[src/rtl/bus_access_arbiter.sv]
// bus_access_arbiter: round-robin arbiter sequencing one DLX async bus cycle (as_n/wr_n/ack_n) per grant for a read and a write requester
//   Ports: i_clk, i_reset (sync, active high), i_rd_req/i_wr_req (level-held requests), i_ack_n (bus ack, active low)
//          o_as_n/o_wr_n (bus strobes, active low), o_grant_wr (addr/data mux select, 1 = write), o_rd_data_ce (read data latch enable)
//          o_rd_done/o_wr_done (completion pulses), o_bus_err (timeout pulse), o_busy, o_bus_state (IDLE=0 ADDR=1 WAIT_ACK=2 DONE=3)
//   Option: define BUS_TIMEOUT_EN to terminate WAIT_ACK after TIMEOUT_CYC cycles without ack; otherwise it waits indefinitely
module bus_access_arbiter #(
  parameter int TIMEOUT_CYC = 16,
  parameter int CNT_W = 8
) (
  input  logic       i_clk,
  input  logic       i_reset,
  input  logic       i_rd_req,
  input  logic       i_wr_req,
  input  logic       i_ack_n,
  output logic       o_as_n,
  output logic       o_wr_n,
  output logic       o_grant_wr,
  output logic       o_rd_data_ce,
  output logic       o_rd_done,
  output logic       o_wr_done,
  output logic       o_bus_err,
  output logic       o_busy,
  output logic [1:0] o_bus_state
);
  typedef enum logic [1:0] {IDLE = 2'd0, ADDR = 2'd1, WAIT_ACK = 2'd2, DONE = 2'd3} state_t;
  if (TIMEOUT_CYC < 2 || TIMEOUT_CYC > 255 || (64'd1 << CNT_W) <= 64'(TIMEOUT_CYC)) begin : g_bad_param
    $error("bus_access_arbiter: illegal TIMEOUT_CYC/CNT_W");
  end
  state_t r_state, w_next;
  logic   r_last_wr, w_pick_wr, w_grant, w_timeout, w_on_bus;
`ifdef BUS_TIMEOUT_EN
  logic [CNT_W-1:0] r_cnt;
  logic             r_err;
  assign w_timeout = r_state == WAIT_ACK && i_ack_n && r_cnt == CNT_W'(TIMEOUT_CYC - 1);
  assign o_bus_err = r_err;
`else
  assign w_timeout = 1'b0;
  assign o_bus_err = 1'b0;
`endif
  // read wins a tie unless the previous cycle was a read
  always_comb begin
    w_pick_wr = i_wr_req & (~i_rd_req | ~r_last_wr);
    w_grant   = r_state == IDLE ? w_pick_wr : o_grant_wr;
    w_next    = r_state == IDLE     ? ((i_rd_req | i_wr_req) ? ADDR : IDLE) :
                r_state == ADDR     ? WAIT_ACK :
                r_state == WAIT_ACK ? ((~i_ack_n | w_timeout) ? DONE : WAIT_ACK) : IDLE;
    w_on_bus  = w_next == ADDR || w_next == WAIT_ACK;
  end
  // strobes and done pulses are registered from the next state so they line up with r_state
  always_ff @(posedge i_clk) begin
    if (i_reset) begin
      r_state    <= IDLE;
      o_grant_wr <= 1'b0;
      r_last_wr  <= 1'b1;
      o_as_n     <= 1'b1;
      o_wr_n     <= 1'b1;
      o_rd_done  <= 1'b0;
      o_wr_done  <= 1'b0;
`ifdef BUS_TIMEOUT_EN
      r_cnt      <= '0;
      r_err      <= 1'b0;
`endif
    end else begin
      r_state   <= w_next;
      o_as_n    <= ~w_on_bus;
      o_wr_n    <= ~(w_on_bus & w_grant);
      o_rd_done <= w_next == DONE && !w_grant;
      o_wr_done <= w_next == DONE && w_grant;
      if (r_state == IDLE && w_next == ADDR) o_grant_wr <= w_pick_wr;
      if (r_state == DONE) r_last_wr <= o_grant_wr;
`ifdef BUS_TIMEOUT_EN
      r_cnt     <= r_state == WAIT_ACK ? r_cnt + 1'b1 : '0;
      r_err     <= w_timeout;
`endif
    end
  end
  assign o_rd_data_ce = r_state == WAIT_ACK && !i_ack_n && !o_grant_wr;
  assign o_busy       = r_state != IDLE;
  assign o_bus_state  = r_state;
endmodule

[config.mk]
export PLATFORM = sky130hd
export DESIGN_NAME = bus_access_arbiter
export DESIGN_NICKNAME = d
export VERILOG_FILES = /design/src/rtl/bus_access_arbiter.sv
export SDC_FILE = /design/constraint.sdc
export NUM_CORES = 1
export LEC_CHECK = 0
export CAP_MARGIN = 0
export CORE_AREA = 2 2 39 41
export CTS_CLUSTER_SIZE = 25
export DETAILED_ROUTE_END_ITERATION = 8
export DIE_AREA = 0 0 41 43
export GPL_TIMING_DRIVEN = 0
export HOLD_SLACK_MARGIN = 0.02
export SETUP_SLACK_MARGIN = 0.3
export SYNTH_ARGS = -nofsm -noshare
export SYNTH_HDL_FRONTEND = slang
export SYNTH_SLANG_ARGS = --single-unit
[constraint.sdc]
create_clock -name i_clk -period 2.16 [get_ports i_clk]
set_clock_uncertainty 0.15 [all_clocks]
set_input_delay 0.216 -clock i_clk [delete_from_list [all_inputs] [get_ports i_clk]]
set_output_delay 0.216 -clock i_clk [all_outputs]
set_load 0.005 [all_outputs]
==> Implementation_results.wiki, run 1 <==
{| class="wikitable"
! Metric !! Value
|-
| Y dimension of the die || 43 µm
|-
| Most area-hungry cell type in the Yosys netlist || dfxtp_1
|-
| Critical Path Sink Type || output port
|-
| Number of warnings printed during yosys synthesis || 0
|-
| Filler Cell Count || about 150
|-
| Category of the worst setup path launch point || flip-flop
|-
| Aggregate global routing overflow || 0
|-
| Residual antenna-violating net count after detailed routing || 0
|-
| Number of iterations in the first detailed-routing pass || 1
|-
| Starting DRC count in detailed routing || 0
|-
| Post-detailed-routing wire length || around 700 µm
|-
| # clock sinks || 8
|-
| First-pass GRT wire length || 862 µm
|-
| Routability cong. || 0.601
|-
| Pin count of the biggest net entering global routing || 8
|-
| Clock insertion delay at the later pin of the skew report || between 0.2 and 0.3 ns
|-
| Deepest clock path buffer count || 2
|-
| Num rows || 14
|-
| Fin crit share || 0.826
|-
| Arrival time reported for the critical path endpoint || ~1.4 ns
|-
| Largest stage delay on the critical path || 0.48 ns
|-
| Pins over their slew limit || 0
|-
| Leakage power total || ~0.00025 µW
|-
| # port buffers || 13
|-
| Worst Setup Slack, final || roughly 0.38 ns
|-
| Synthesized area || between 300 and 400 µm²
|-
| Most used standard cell by instance count after synthesis || dfxtp_1
|-
| Area of the core || about 1400 µm²
|-
| Post-synthesis cell count || 36
|-
| Unrepaired setup endpoints after global routing || no
|-
| Share of synthesized area occupied by flip-flops and latches || 0.440
|-
| Total routing resource utilization after global routing || 0.0823
|-
| Layout overhead on the synthesized area || 51.5%
|-
| Post-CTS repair timing setup buffer count || 0
|-
| Async SR Flop Fraction || 0
|-
| Total nets after synthesis || 46
|-
| Initial standard-cell utilization of the core || 0.263
|-
| Clock root buffer || clkbuf_4
|-
| DRC violation count after routing || 0
|-
| Footprint of the flip-flops and latches || 163 µm²
|-
| Vias in the first global route || ~260
|-
| Wire length per cell || approximately 10 µm
|-
| Detailed-route via count || about 300
|-
| Average instance area after synthesis || roughly 10 µm²
|-
| Type of the worst setup path || reg -> out
|-
| Portion of synthesized cell area occupied by the leading cell type || 0.440
|-
| Clock-pin transition on the worst setup and hold timing paths || about 0.060 ns
|-
| Final Hold Viols || 0
|-
| Number of flops mapped to enable cells by yosys || 0
|-
| Power per cell area || approximately 800 nW/µm²
|-
| Cell with the largest stage delay on the worst path || clkdlybuf4s50_1
|-
| Full die area || roughly 1800 µm²
|-
| Per-cell via count in the routed design || around 4.5
|-
| Final critical path time including I/O delays and setup || about 1.8 ns
|-
| Count of cell types in the netlist || 18
|-
| Layout Nets || between 60 and 70
|-
| Outcome || complete, no violations
|-
| Number of levels the H-tree was split into || 1
|-
| F_max || 0.560 GHz
|-
| Share of post-route cells with drive strength above 1 || 0.231
|-
| Boundary Pins || 15
|-
| Die extent in x || between 40 and 50 µm
|-
| Total Negative Setup Slacks || 0 ns
|-
| Ys flop type || dfxtp_1
|-
| Max Cap Viol || 0
|-
| Diode insertion count for antenna repair || 0
|-
| Flop and latch count out of synthesis || 8
|-
| Post-synth top cells || 8 x dfxtp_1, 5 x ha_1, 4 x nor2b_1
|-
| Antenna violations before repair || 0
|-
| Cell-by-cell trace of the critical path || inv_2 -> ha_2 -> inv_1 -> clkdlybuf4s50_1
|-
| Total area of multi-input combinational cells || around 200 µm²
|-
| Final setup viols || 0
|-
| Cell types occupying the most area after synthesis || dfxtp_1 44%, ha_1 17%, nor2b_1 6.9%
|-
| Worst-case setup slack after placement || approximately 0.28 ns
|-
| Number of hold-repair buffers added at the cts stage || 0
|-
| TritonCTS Buffers || 3
|-
| Hold/Removal Path Class || reg -> reg
|-
| CP Max Fanout || 7
|-
| TritonCTS clock tree || done
|-
| Worst voltage drop across the vdd grid || approximately 0.00025 V
|-
| Worst slack on hold paths || between 0.4 and 0.5 ns
|-
| Critical path required time || ~1.8 ns
|}
[worst max-delay path, delay by kind of cell (launching register included)]
kind / cells / cell delay [ns]
buffers and inverters: 3 / 0.59
adder cells (fa/ha/maj): 1 / 0.22
flip-flops: 1 / 0.36
[cells in the final DEF, fill, tap and decap left out, drive strengths merged]
cell / Yosys / layout
inv: 3 / 3
a31oi: 1 / 1
nand2: 2 / 2
and3b: 1 / 1
a32oi: 1 / 1
o31ai: 1 / 1
nand2b: 2 / 2
buf: 1 / 1
ha: 5 / 5
dlymetal6s2s: 0 / 1
a211o: 1 / 1
nor2b: 4 / 4
o21ai: 1 / 1
clkbuf: 0 / 3
conb: 1 / 1
nor3b: 1 / 1
nor2: 2 / 2
dfxtp: 8 / 8
or2: 1 / 1
clkdlybuf4s50: 0 / 12
[timing repair]
item / 4_1_cts / 5_1_grt
hold endpoints to repair: 0 / 0
gates cloned: 0 / 0
setup endpoints to repair: 3 / 3
resized for setup: 3 / 4
pin swaps: 0 / 0
[metal layers]
layer	up-vias	wire length, µm	global-route usage
li1	149	-	-
met1	137	257	0.0611
met2	13	332	0.122
met3	5	50	0.0314
met4	0	41	0.120
met5	-	0	0
[sequential cells by signal, indices dropped and copies added (netlist names)]
| name | flops |
|---|---|
| o_bus_state | 2 |
| o_grant_wr | 1 |
| o_wr_done | 1 |
| r_last_wr | 1 |
| o_as_n | 1 |
| o_rd_done | 1 |
| o_wr_n | 1 |
[through the flow]
stage	util	area, µm²	std cells	power (µW)
floorplan	-	364	36	247
global placement	0.372	514	65	315
detailed placement	0.372	514	65	315
CTS	0.392	542	68	434
global route	0.399	552	68	465
finish	0.399	552	68	434
[final timing paths]
check,start,end,slack [ns],cells after the start
worst max-delay path,o_bus_state[0],o_busy,0.38,4
worst max register to register,o_bus_state[0],o_wr_n,0.41,7
worst min-delay path,o_grant_wr,r_last_wr,0.41,1
worst min register to register,o_grant_wr,r_last_wr,0.41,1
[layout make-up]
class,instances,area share
Buffer,1,0.0136
Clock buffer,3,0.0408
Sequential cell,8,0.295
Multi-Input combinational cell,24,0.354
Tap cell,16,0.0363
Inverter,3,0.0204
Timing Repair Buffer,13,0.240
[where the power goes]
part	internal, µW	switching [µW]
sequential	169	11.7
clock	63.6	51.2
combinational	83.6	54.9
total	316	118
[logic make-up (layout without fill, tap and decap cells)]
kind of cell | after synthesis | count (layout) | synth area share
buffers and inverters | 4 | 20 | 0.0516
AND/OR/NAND/NOR | 13 | 13 | 0.227
adder cells (fa/ha/maj) | 5 | 5 | 0.172
flip-flops | 8 | 8 | 0.440
other | 1 | 1 | 0.0103
AO/OA/AOI/OAI | 5 | 5 | 0.0997
No activity file was read; power rests on OpenSTA's default activity.
==> run 2, diff against run 1 <==
Clock period 2.16 ns to 1.7 ns, I/O delays scaled along.
==> run 2 against run 1 <==
Net effect: routed wire length rose by 14%; sequential share of layout area fell by 4.0 points; largest power group is now combinational cells; combinational power rose by 80%; highest routed layer is now met3.
==> Implementation_results.wiki, run 2 (synthesis gave the netlist of run 1 again) <==
{| class="wikitable"
! Metric !! Value
|-
| Outcome || complete, no violations
|-
| Sum of net half-perimeters after detailed placement || roughly 540 µm
|-
| Cell-by-cell trace of the critical path || inv_2 -> ha_4 -> o21ai_2 -> o31ai_4 -> ha_1 -> nand2b_1 -> or2_4
|-
| Boundary Pins || 15
|-
| Number of iterations in the first detailed-routing pass || 3
|-
| Critical path required time || 1.69 ns
|-
| Area of the core || approximately 1400 µm²
|-
| F_max || around 0.64 GHz
|-
| CP Max Fanout || 4
|-
| DRC violation count after routing || 0
|-
| Cell Count, Final, Fillers Out || between 70 and 80
|-
| Residual antenna-violating net count after detailed routing || 0
|-
| Deepest clock path buffer count || 2
|-
| Layout Nets || 70
|-
| Hold/Removal Path Class || reg -> reg
|-
| Num rows || 14
|-
| Max Cap Viol || 0
|-
| Pins over their slew limit || 0
|-
| Post-detailed-routing wire length || just under 800 µm
|-
| Wire length per cell || 10.3 µm
|-
| Cell with the largest stage delay on the worst path || dfxtp_4
|-
| Pin count of the biggest net entering global routing || 8
|-
| Total routing resource utilization after global routing || 0.0969
|-
| Flip-flop count of the largest register after layout || 2
|-
| Number of levels the H-tree was split into || 1
|-
| Initial standard-cell utilization of the core || 0.263
|-
| Y dimension of the die || between 40 and 50 µm
|-
| Vias in the first global route || between 200 and 300
|-
| # port buffers || 13
|-
| Starting DRC count in detailed routing || 3
|-
| Post-route design area || 652 µm²
|-
| TritonCTS clock tree || done
|-
| Final Hold Viols || 0
|-
| Leakage power total || just over 0.0003 µW
|-
| Routability cong. || ~0.63
|-
| Clock insertion delay at the later pin of the skew report || about 0.25 ns
|-
| Final critical path time including I/O delays and setup || between 1.5 and 2 ns
|-
| Power after layout || approximately 630 µW
|-
| Category of the worst setup path launch point || flip-flop
|-
| Aggregate global routing overflow || 0
|-
| Full die area || around 1800 µm²
|-
| Unrepaired setup endpoints after global routing || yes
|-
| Clock root buffer || clkbuf_4
|-
| Diode insertion count for antenna repair || 0
|-
| Final setup viols || 0
|-
| Per-cell via count in the routed design || around 4.2
|-
| Clock-pin transition on the worst setup and hold timing paths || ~0.06 ns
|-
| # clock sinks || 8
|-
| Worst slack on hold paths || between 0.4 and 0.5 ns
|-
| Arrival time reported for the critical path endpoint || 1.57 ns
|-
| Layout overhead on the synthesized area || 79.0%
|-
| Worst voltage drop across the vdd grid || slightly above 0.0004 V
|-
| Final Util || 0.471
|-
| Die extent in x || just over 40 µm
|-
| Antenna violations before repair || 0
|-
| First-pass GRT wire length || roughly 1100 µm
|-
| Power per cell area || roughly 970 nW/µm²
|-
| Type of the worst setup path || reg -> reg
|-
| Instance count after placement with tap cells included || 65
|-
| Leading cell types in the layout, fill and taps excluded || 6 x buf_4, 6 x clkdlybuf4s50_1, 5 x dfxtp_1, 4 x nor2b_1
|-
| Largest stage delay on the critical path || approximately 0.35 ns
|-
| Critical Path Sink Type || flip-flop
|-
| Share of post-route cells with drive strength above 1 || 0.390
|-
| Detailed-route via count || about 310
|-
| TritonCTS Buffers || 3
|-
| Fin crit share || 0.925
|-
| Placed instance area || between 500 and 600 µm²
|}
[run 2: through the flow]
stage                     setup WS, ns  TNS, ns
after floorplan                  0.179        0
after global placement         -0.0266  -0.0266
after detailed placement       -0.0180  -0.0180
after CTS                        0.104        0
after global routing            0.0626        0
final                            0.127        0
[run 2: path summary, 6_finish.rpt]
check / from / to / slack (ns) / depth (start not counted)
max: o_bus_state[1] / o_wr_n / 0.13 / 7
max reg2reg: o_bus_state[1] / o_wr_n / 0.13 / 7
min: r_last_wr / r_last_wr / 0.42 / 2
min reg2reg: r_last_wr / r_last_wr / 0.42 / 2
[run 2: where the power goes]
part / internal, µW / leakage [µW] / switching (µW)
Combinational: 146 / 0.000223 / 103
Sequential: 216 / 0.0000670 / 11.7
Clock: 89.7 / 0.0000150 / 63.3
Total: 452 / 0.000305 / 178
[run 2: layout make-up]
class / instances / area, µm²
sequential: 8 / 166
clock buffer: 4 / 26.3
timing repair buffer: 19 / 178
tap: 16 / 20.0
fill: 134 / 732
inverter: 3 / 11.3
buffer: 1 / 7.51
multi-input combinational: 24 / 243
[run 2: what timing repair did]
action | 4_1_cts | 5_1_grt
hold buffers | 0 | 0
setup buffers | 5 | 1
pin swaps | 2 | 3
endpoints found under the setup margin | 9 | 9
resized for setup | 7 | 8
[run 2: critical path: cells and delay by family, from the launching register on]
| family | cells | cell delay [ns] |
|---|---|---|
| adder cells (fa/ha/maj) | 2 | 0.46 |
| flip-flops | 1 | 0.35 |
| AO/OA/AOI/OAI | 2 | 0.18 |
| AND/OR/NAND/NOR | 2 | 0.29 |
| buffers and inverters | 1 | 0.06 |
[run 2: per-layer routing]
metal / up-vias / wire length, µm / GRT usage
met5: - / 0 / 0
met4: 0 / 0 / 0.0200
met3: 0 / 59 / 0.0785
met2: 10 / 435 / 0.163
met1: 138 / 279 / 0.0850
li1: 165 / - / -
